`config.mk`:
```
export PLATFORM = sky130hd
export DESIGN_NAME = vector_list_writer
export DESIGN_NICKNAME = d
export VERILOG_FILES = /design/src/rtl/vector_list_writer.sv
export SDC_FILE = /design/constraint.sdc
export NUM_CORES = 1
export LEC_CHECK = 0
export ABC_AREA = 1
export CAP_MARGIN = 20
export CORE_ASPECT_RATIO = 0.8
export CORE_UTILIZATION = 40
export CTS_CLUSTER_DIAMETER = 150
export DETAILED_ROUTE_END_ITERATION = 7
export PLACE_DENSITY = 0.73
export SLEW_MARGIN = 20
export SYNTH_ARGS = -nofsm -noshare
export SYNTH_HDL_FRONTEND = slang
export SYNTH_SLANG_ARGS = --single-unit
```
`constraint.sdc`:
```
create_clock -name clk -period 1.7 [get_ports clk]
set_clock_uncertainty 0.1 [all_clocks]
set_input_delay 0.425 -clock clk [delete_from_list [all_inputs] [get_ports clk]]
set_output_delay 0.425 -clock clk [all_outputs]
set_load 0.02 [all_outputs]
```
`src/rtl/vector_list_writer.sv`:
```
// Builds the doubly linked node list in the 512x24 vector memory from an element stream, then pulses Go.
// Latency: accept -> WE one cycle later; last accept -> Go two cycles later. Optional VLW_CHECKSUM_EN adds Exp_Sum.
// Backpressure: In_Ready high only in S_LOAD; one node per cycle when In_Valid is held high.
module vector_list_writer #(
    parameter int WORD_W = 24,
    parameter int ADDR_W = 9,
    parameter int VAL_W  = WORD_W - ADDR_W
) (
    input  logic              clk,
    input  logic              reset,
    input  logic              Load,
    input  logic              In_Valid,
    output logic              In_Ready,
    input  logic [VAL_W-1:0]  In_Data,
    input  logic              In_Last,
    output logic              WE,
    output logic [ADDR_W-1:0] WAdress1,
    output logic [ADDR_W-1:0] WAdress2,
    output logic [WORD_W-1:0] WData1,
    output logic [WORD_W-1:0] WData2,
    output logic              Go,
    output logic              Done,
`ifdef VLW_CHECKSUM_EN
    output logic              Overflow,
    output logic [2*VAL_W+ADDR_W-2:0] Exp_Sum
`else
    output logic              Overflow
`endif
);

    localparam logic [ADDR_W-1:0] ZERO_PTR = '0;
    localparam logic [ADDR_W-1:0] ONE_PTR  = ADDR_W'(1);
    localparam logic [ADDR_W-1:0] TWO_PTR  = ADDR_W'(2);
    localparam logic [ADDR_W-1:0] LAST_PTR = {{(ADDR_W-1){1'b1}}, 1'b0};

    typedef enum logic [1:0] {
        S_IDLE,
        S_LOAD,
        S_COMMIT,
        S_DONE
    } state_t;

    state_t            r_state;
    state_t            w_next;
    logic [ADDR_W-1:0] r_node_ptr;
    logic [ADDR_W-1:0] r_prev_ptr;
    logic              w_accept;
    logic              w_cap;
    logic              w_last;
    logic              w_start;
    logic              w_go_set;

    assign w_accept = In_Valid && (r_state == S_LOAD);
    // The final node slot always terminates the list, whether or not the stream did.
    assign w_cap    = (r_node_ptr == LAST_PTR);
    assign w_last   = In_Last || w_cap;

    always_ff @(posedge clk or negedge reset) begin
        if (!reset) begin
            r_state <= S_IDLE;
        end else begin
            r_state <= w_next;
        end
    end

    always_comb begin
        w_next   = r_state;
        w_start  = 1'b0;
        w_go_set = 1'b0;
        In_Ready = 1'b0;
        Done     = 1'b0;
        case (r_state)
            S_IDLE: begin
                if (Load) begin
                    w_next  = S_LOAD;
                    w_start = 1'b1;
                end
            end
            S_LOAD: begin
                In_Ready = 1'b1;
                if (w_accept && w_last) begin
                    w_next = S_COMMIT;
                end
            end
            S_COMMIT: begin
                w_next   = S_DONE;
                w_go_set = 1'b1;
            end
            S_DONE: begin
                Done = 1'b1;
                if (Load) begin
                    w_next  = S_LOAD;
                    w_start = 1'b1;
                end
            end
            default: begin
                w_next = S_IDLE;
            end
        endcase
    end

    always_ff @(posedge clk or negedge reset) begin
        if (!reset) begin
            WE         <= 1'b0;
            Go         <= 1'b0;
            Overflow   <= 1'b0;
            WAdress1   <= '0;
            WAdress2   <= '0;
            WData1     <= '0;
            WData2     <= '0;
            r_node_ptr <= '0;
            r_prev_ptr <= '0;
        end else begin
            WE <= w_accept;
            Go <= w_go_set;
            if (w_start) begin
                r_node_ptr <= '0;
                r_prev_ptr <= '0;
                Overflow   <= 1'b0;
            end else if (w_accept) begin
                WAdress1   <= r_node_ptr;
                WAdress2   <= r_node_ptr + ONE_PTR;
                WData1     <= {In_Data, (w_last ? ZERO_PTR : r_node_ptr + TWO_PTR)};
                WData2     <= {{VAL_W{1'b0}}, r_prev_ptr};
                r_prev_ptr <= r_node_ptr;
                // Pointer stays on the final node so it can never wrap back to the head.
                if (!w_last) begin
                    r_node_ptr <= r_node_ptr + TWO_PTR;
                end
                if (w_cap && !In_Last) begin
                    Overflow <= 1'b1;
                end
            end
        end
    end

`ifdef VLW_CHECKSUM_EN
    localparam int SUM_W = 2*VAL_W + ADDR_W - 1;

    logic [SUM_W-1:0]   r_sum;
    logic [2*VAL_W-1:0] w_square;

    assign w_square = In_Data * In_Data;
    assign Exp_Sum  = r_sum;

    always_ff @(posedge clk or negedge reset) begin
        if (!reset) begin
            r_sum <= '0;
        end else if (w_start) begin
            r_sum <= '0;
        end else if (w_accept) begin
            r_sum <= r_sum + SUM_W'(w_square);
        end
    end
`endif

endmodule

```
# Yosys cells after proc, flatten, opt, wreduce, memory -nomap -nowiden
# Cells that the tools add are included.
[word_totals]
output_inout_bits = 71
in_bits = 20
reg_bits = 74
[classes]
addsub = 2
n_reduce_logical = 13
bitwise = 1
mux = 17
eq_ne = 7
[op_table]
columns = ["op", "n"]
rows = [
  ["9-bit 2-to-1 mux", 6],
  ["9-bit by 1-bit adder with 9-bit output (second input constant)", 1],
  ["9-bit by 2-bit adder with 9-bit output (second input constant)", 1],
  ["9-bit == test (second input constant)", 1],
  ["1-bit 2-to-1 mux", 8],
  ["2-bit AND reduction", 4],
  ["2-bit by 1-bit != test with 1-bit output (second input constant)", 3],
  ["2-bit one-hot mux with 3 select lines", 1],
  ["2-bit == test (second input constant)", 2],
  ["2-bit 2-to-1 mux", 2],
  ["2-bit nonzero test", 2],
  ["1-bit logical AND", 3],
  ["2-bit by 1-bit == test with 1-bit output (second input constant)", 1],
  ["2-bit logical NOT", 1],
  ["2-bit OR reduction", 1],
  ["1-bit logical NOT", 1],
  ["1-bit logical OR", 1],
  ["1-bit inverter", 1],
]

# Longest topological paths before layout
[depth]
depth_word = 5
ltp_mapped = 9
depth_no_buf = 9

# Worst setup path before layout
# OpenSTA, ideal clock, no wires.
[synth_timing]
path_type = "reg2reg"
startpoint = "reg r_state[1]"
endpoint = "reg WData2[4]"
t_arrival_ns = 1.470
path_slack_ns = 0.012
setup_time_ns = 0.118
required_ns = 1.482
stages_incl_launch_ff = 9
period_less_slack_ns = 1.688
path_cell_list = "dfrtp_1 -> inv_1 -> ha_1 -> nand2_2 -> nor2_8 -> inv_4 -> buf_4 -> nand2_1 -> o21ai_2"
[synth_between]
elab_chain_len = 5
elab_cells_between_ends = 8
[synth_lines]
columns = ["element", "line", "text"]
rows = [
  ["start, declared", "43", "state_t r_state;"],
  ["start signal, assigned", "62", "r_state <= w_next;"],
  ["2-bit == test or 2-bit logical NOT (tied branches)", "72", "case (r_state)"],
  ["2-bit OR reduction (no line)", "-", ""],
  ["1-bit 2-to-1 mux", "-", ""],
  ["1-bit inverter (no line)", "-", ""],
  ["2-bit AND reduction (no line) *", "-", ""],
  ["end signal, assigned", "124", "WData2 <= {{VAL_W{1'b0}}, r_prev_ptr};"],
  ["end, declared", "20", "output logic [WORD_W-1:0] WData2,"],
]
# Every way passes the cells marked *; elsewhere a longest branch is shown, timed or not.
# A chain may end at the register's enable or synchronous reset.

# Worst setup path in the final report
[layout_timing]
startpoint = "reg r_state[1]"
endpoint = "out Done"
[layout_between]
elab_chain_len = 2
[layout_lines]
columns = ["element", "line", "text"]
rows = [
  ["2-bit == test", "72", ""],
  ["1-bit 2-to-1 mux", "72", ""],
  ["end, declared", "22", "output logic Done,"],
]
# No other way between the ends.

==> metrics.md <==
| Metric | Value |
|---|---|
| Hold WS | `363.9 ps` |
| Met3 wire length | `300 um` |
| Clk_lat worst skew | `340 ps` |
| Final Hold Vio Count | `0` |
| M1 wire length | `2724 um` |
| Setup-failing EPs final | `1` |
| Worst endpoint required time | `1170 ps` |
| Highest routed layer | `met4` |
| Area after DPL | `~3800 um2` |
| Failing checks | `setup timing` |
| Initial Utilization | `0.4168` |
| Layout cells sized above 1 | `0.1823` |
| Switching share of power | `0.3808` |
| CP delay by family, top | `flip-flops` |
| Seq/Total Area, Yosys | `0.6040` |
| Critical Path Max Stage Delay | `430 ps` |
| Initial antenna violation count | `0` |
| Final antenna-violating net count | `0` |
| Fin crit share | `1.001` |
| Final HPWL from detailed placement | `4287 um` |
| Die ar. | `7597 um2` |
| Static Leak | `2.291 nW` |
| Slew Limit Fails | `0` |
| # IOs | `91` |
| Max-Cap Viols | `0` |
| DR vias/cell | `4.495` |
| Syn avg cell area | `9.509 um2` |
| Max IR drop VDD | `901.0 uV` |
| Vias | `2,216` |
| Combinational Power Share | `0.419` |
| Synth-to-Final Area Change | `40.81%` |
| Crit Path Category | `flip-flop to output port` |
| Worst path arrival time | `1180 ps` |
| Residual DRC | `0` |
| Power Total | `roughly 0.0067 W` |
| Flop2flop setup slack | `70 ps` |
| Reg power frac | `0.360` |
| Worst path slowest cell | `dfrtp_2` |
| Setup crit end kind | `output port` |
| Num CTS Buffers | `9` |
| Final #Nets | `425` |
| Synth top area cells | `dfrtp_1 (60%), nand2_1 (16%), buf_4 (5.2%)` |
| First-pass GRT wire length | `10,560 um` |
| Largest net degree at the start of global routing | `35` |
| Internal power | `0.004122 W` |
| Clk pin slew, worst setup/hold paths | `80 ps` |
| Setup TNS | `-2.079 ps` |
| Initial drt markers | `64` |
| CTS sink cnt | `70` |
| Final instance area | `4084 um2` |
| Synth area leader | `dfrtp_1` |
| Min Tclk post-route | `between 1500 and 2000 ps` |
| Switching pwr | `roughly 0.0025 W` |
| Critical Path Source Type | `flip-flop` |
| Seq cells post-synth | `70` |
| Post-Synthesis Cells | `305` |
| Core ar. | `6959 um2` |
| Hold crit path type | `flip-flop to flip-flop` |
| Wire length per cell | `between 10 and 15 um` |
| Total GRT Usage | `0.1764` |
| Final wirelength | `5993 um` |
| Fmax | `587.5 MHz` |
| Synth cell types | `22` |
| Top-area cell type share of the netlist area | `0.6040` |
| Overflow after GRT | `0` |
| Met2 Wirelength | `about 2900 um` |
| Clk network pwr share | `0.221` |
| Buf+Inv Stages, Crit Path | `2` |
| I/O Buffers | `74` |
| Post-route setup slack | `-2.079 ps` |
| Die Span X | `97.20 um` |
| Power Density | `~1600 nW/um2` |
| CTS Root Cell | `clkbuf_8` |
| Worst path cell trace | `buf_4 > ha_4 > buf_6` |
| CTS H-tree depth | `3` |
| CTS tree | `yes` |
| RSZ-0062 raised after global routing | `yes` |
| YS warnings | `0` |
| Routability cong. | `0.8076` |
| Status | `complete, but fails checks` |
| First-pass iteration count of the detailed router | `4` |
| Vias in the first global route | `2,194` |
| Crit path max fanout | `4` |
| # rows | `27` |
| Mapped Area | `2900 um2` |
| Antenna Cells | `0` |
| Pre-CTS setup slack | `-127.9 ps` |
| Die Height | `78.16 um` |
| Fillers | `662` |
| Clock Path Buffers | `2` |
flip-flops by register name, indices dropped and copies added, names as in the netlist:
register	cells
r_prev_ptr	9
Overflow	1
WData2	9
r_node_ptr	8
Go	1
WData1	24
WAdress1	8
WE	1
r_state	2
WAdress2	7
Yosys cell counts:
library cell  number
a31oi_1            1
xor2_1             5
nor2_1             4
nor2_2             1
o21ai_2            7
conb_1             1
nand2_1          127
inv_2              1
buf_2              5
inv_1             26
ha_1               4
o21ai_0            8
nor2_8             1
dfrtp_1           70
inv_4              1
nand3_4            1
o21ai_1           11
nand2_2            5
buf_4             20
nand3_1            3
nor2_4             1
or2_2              2
timing repair:
item                                    4_1_cts  5_1_grt
endpoints found under the setup margin       62       66
endpoints found under the hold margin        19        0
pin swaps                                     1        1
hold buffers                                  1        0
buffers inserted                              1        4
gates resized for setup                      71       23
cells in the final DEF, fill, tap and decap left out, types with 2 or more instances in the layout:
cell             Yosys  final
clkdlybuf4s50_1      0     18
nor2_1               4      4
dlygate4sd2_1        0     53
xor2_1               5      5
buf_6                0      6
or2_2                2      2
clkinv_4             0      2
clkbuf_8             0      9
o21ai_1             11     13
o21ai_0              8      5
ha_1                 4      2
inv_6                0      3
nand2_1            127    120
bufinv_16            0      2
nand2_2              5     10
dfrtp_1             70     68
buf_4               20     13
buf_12               0      4
ha_4                 0      2
inv_1               26     24
nand3_1              3      2
clkinv_2             0      2
dfrtp_2              0      2
conb_1               1     16
o21ai_2              7      8
nand2_4              0      2
routing by layer:
layer  GRT usage  vias to the layer above
li1            -                     1087
met1      0.2293                     1068
met2      0.2873                       56
met3     0.05343                        5
met4     0.04925                        0
met5           0                        -
per-stage QoR:
step / cells / util
final: 493 / 0.5868
after global routing: 493 / 0.5868
after CTS: 489 / 0.5717
after detailed placement: 471 / 0.5448
after global placement: 471 / 0.5448
after floorplan: 320 / -
kinds of logic (layout without fill, tap and decap cells):
family	after synthesis	in the layout	synth area share
simple gates	145	145	0.2088
buf+inv	53	139	0.09749
compound gates	27	27	0.05608
other cells	1	16	0.001293
xor+xnor	5	5	0.01510
fa+ha+maj	4	4	0.01726
flops	70	70	0.6040
area by class of cell:
type | count | area [um2] | share of cell area
multi-input combinational | 197 | 983.4 | 0.2408
tap | 87 | 108.9 | 0.02665
clock inverter | 7 | 96.34 | 0.02359
timing repair buffer | 95 | 899.6 | 0.2203
inverter | 28 | 117.6 | 0.02880
clock buffer | 9 | 123.9 | 0.03033
sequential | 70 | 1754 | 0.4295
power groups by stage:
stage | combinational (W) | sequential, W | clock (W)
after detailed placement | 0.00290 | 0.00244 | 0
final | 0.00279 | 0.00240 | 0.00147
after global routing | 0.00305 | 0.00247 | 0.00159
after floorplan | 0.000986 | 0.00293 | 0
after global placement | 0.00284 | 0.00243 | 0
after CTS | 0.00262 | 0.00239 | 0.00151
path summary, 6_finish.rpt:
kind,startpoint,end,cells after the start
max,r_state[1],Done,3
min,WAdress2[0],WAdress2[0],1
max reg2reg,r_state[1],WData2[1],9
min reg2reg,WAdress2[0],WAdress2[0],1
max in group asynchronous,reset,WData1[0],3
min in group asynchronous,reset,WData2[3],2
Power figures use the tool's default switching activity.
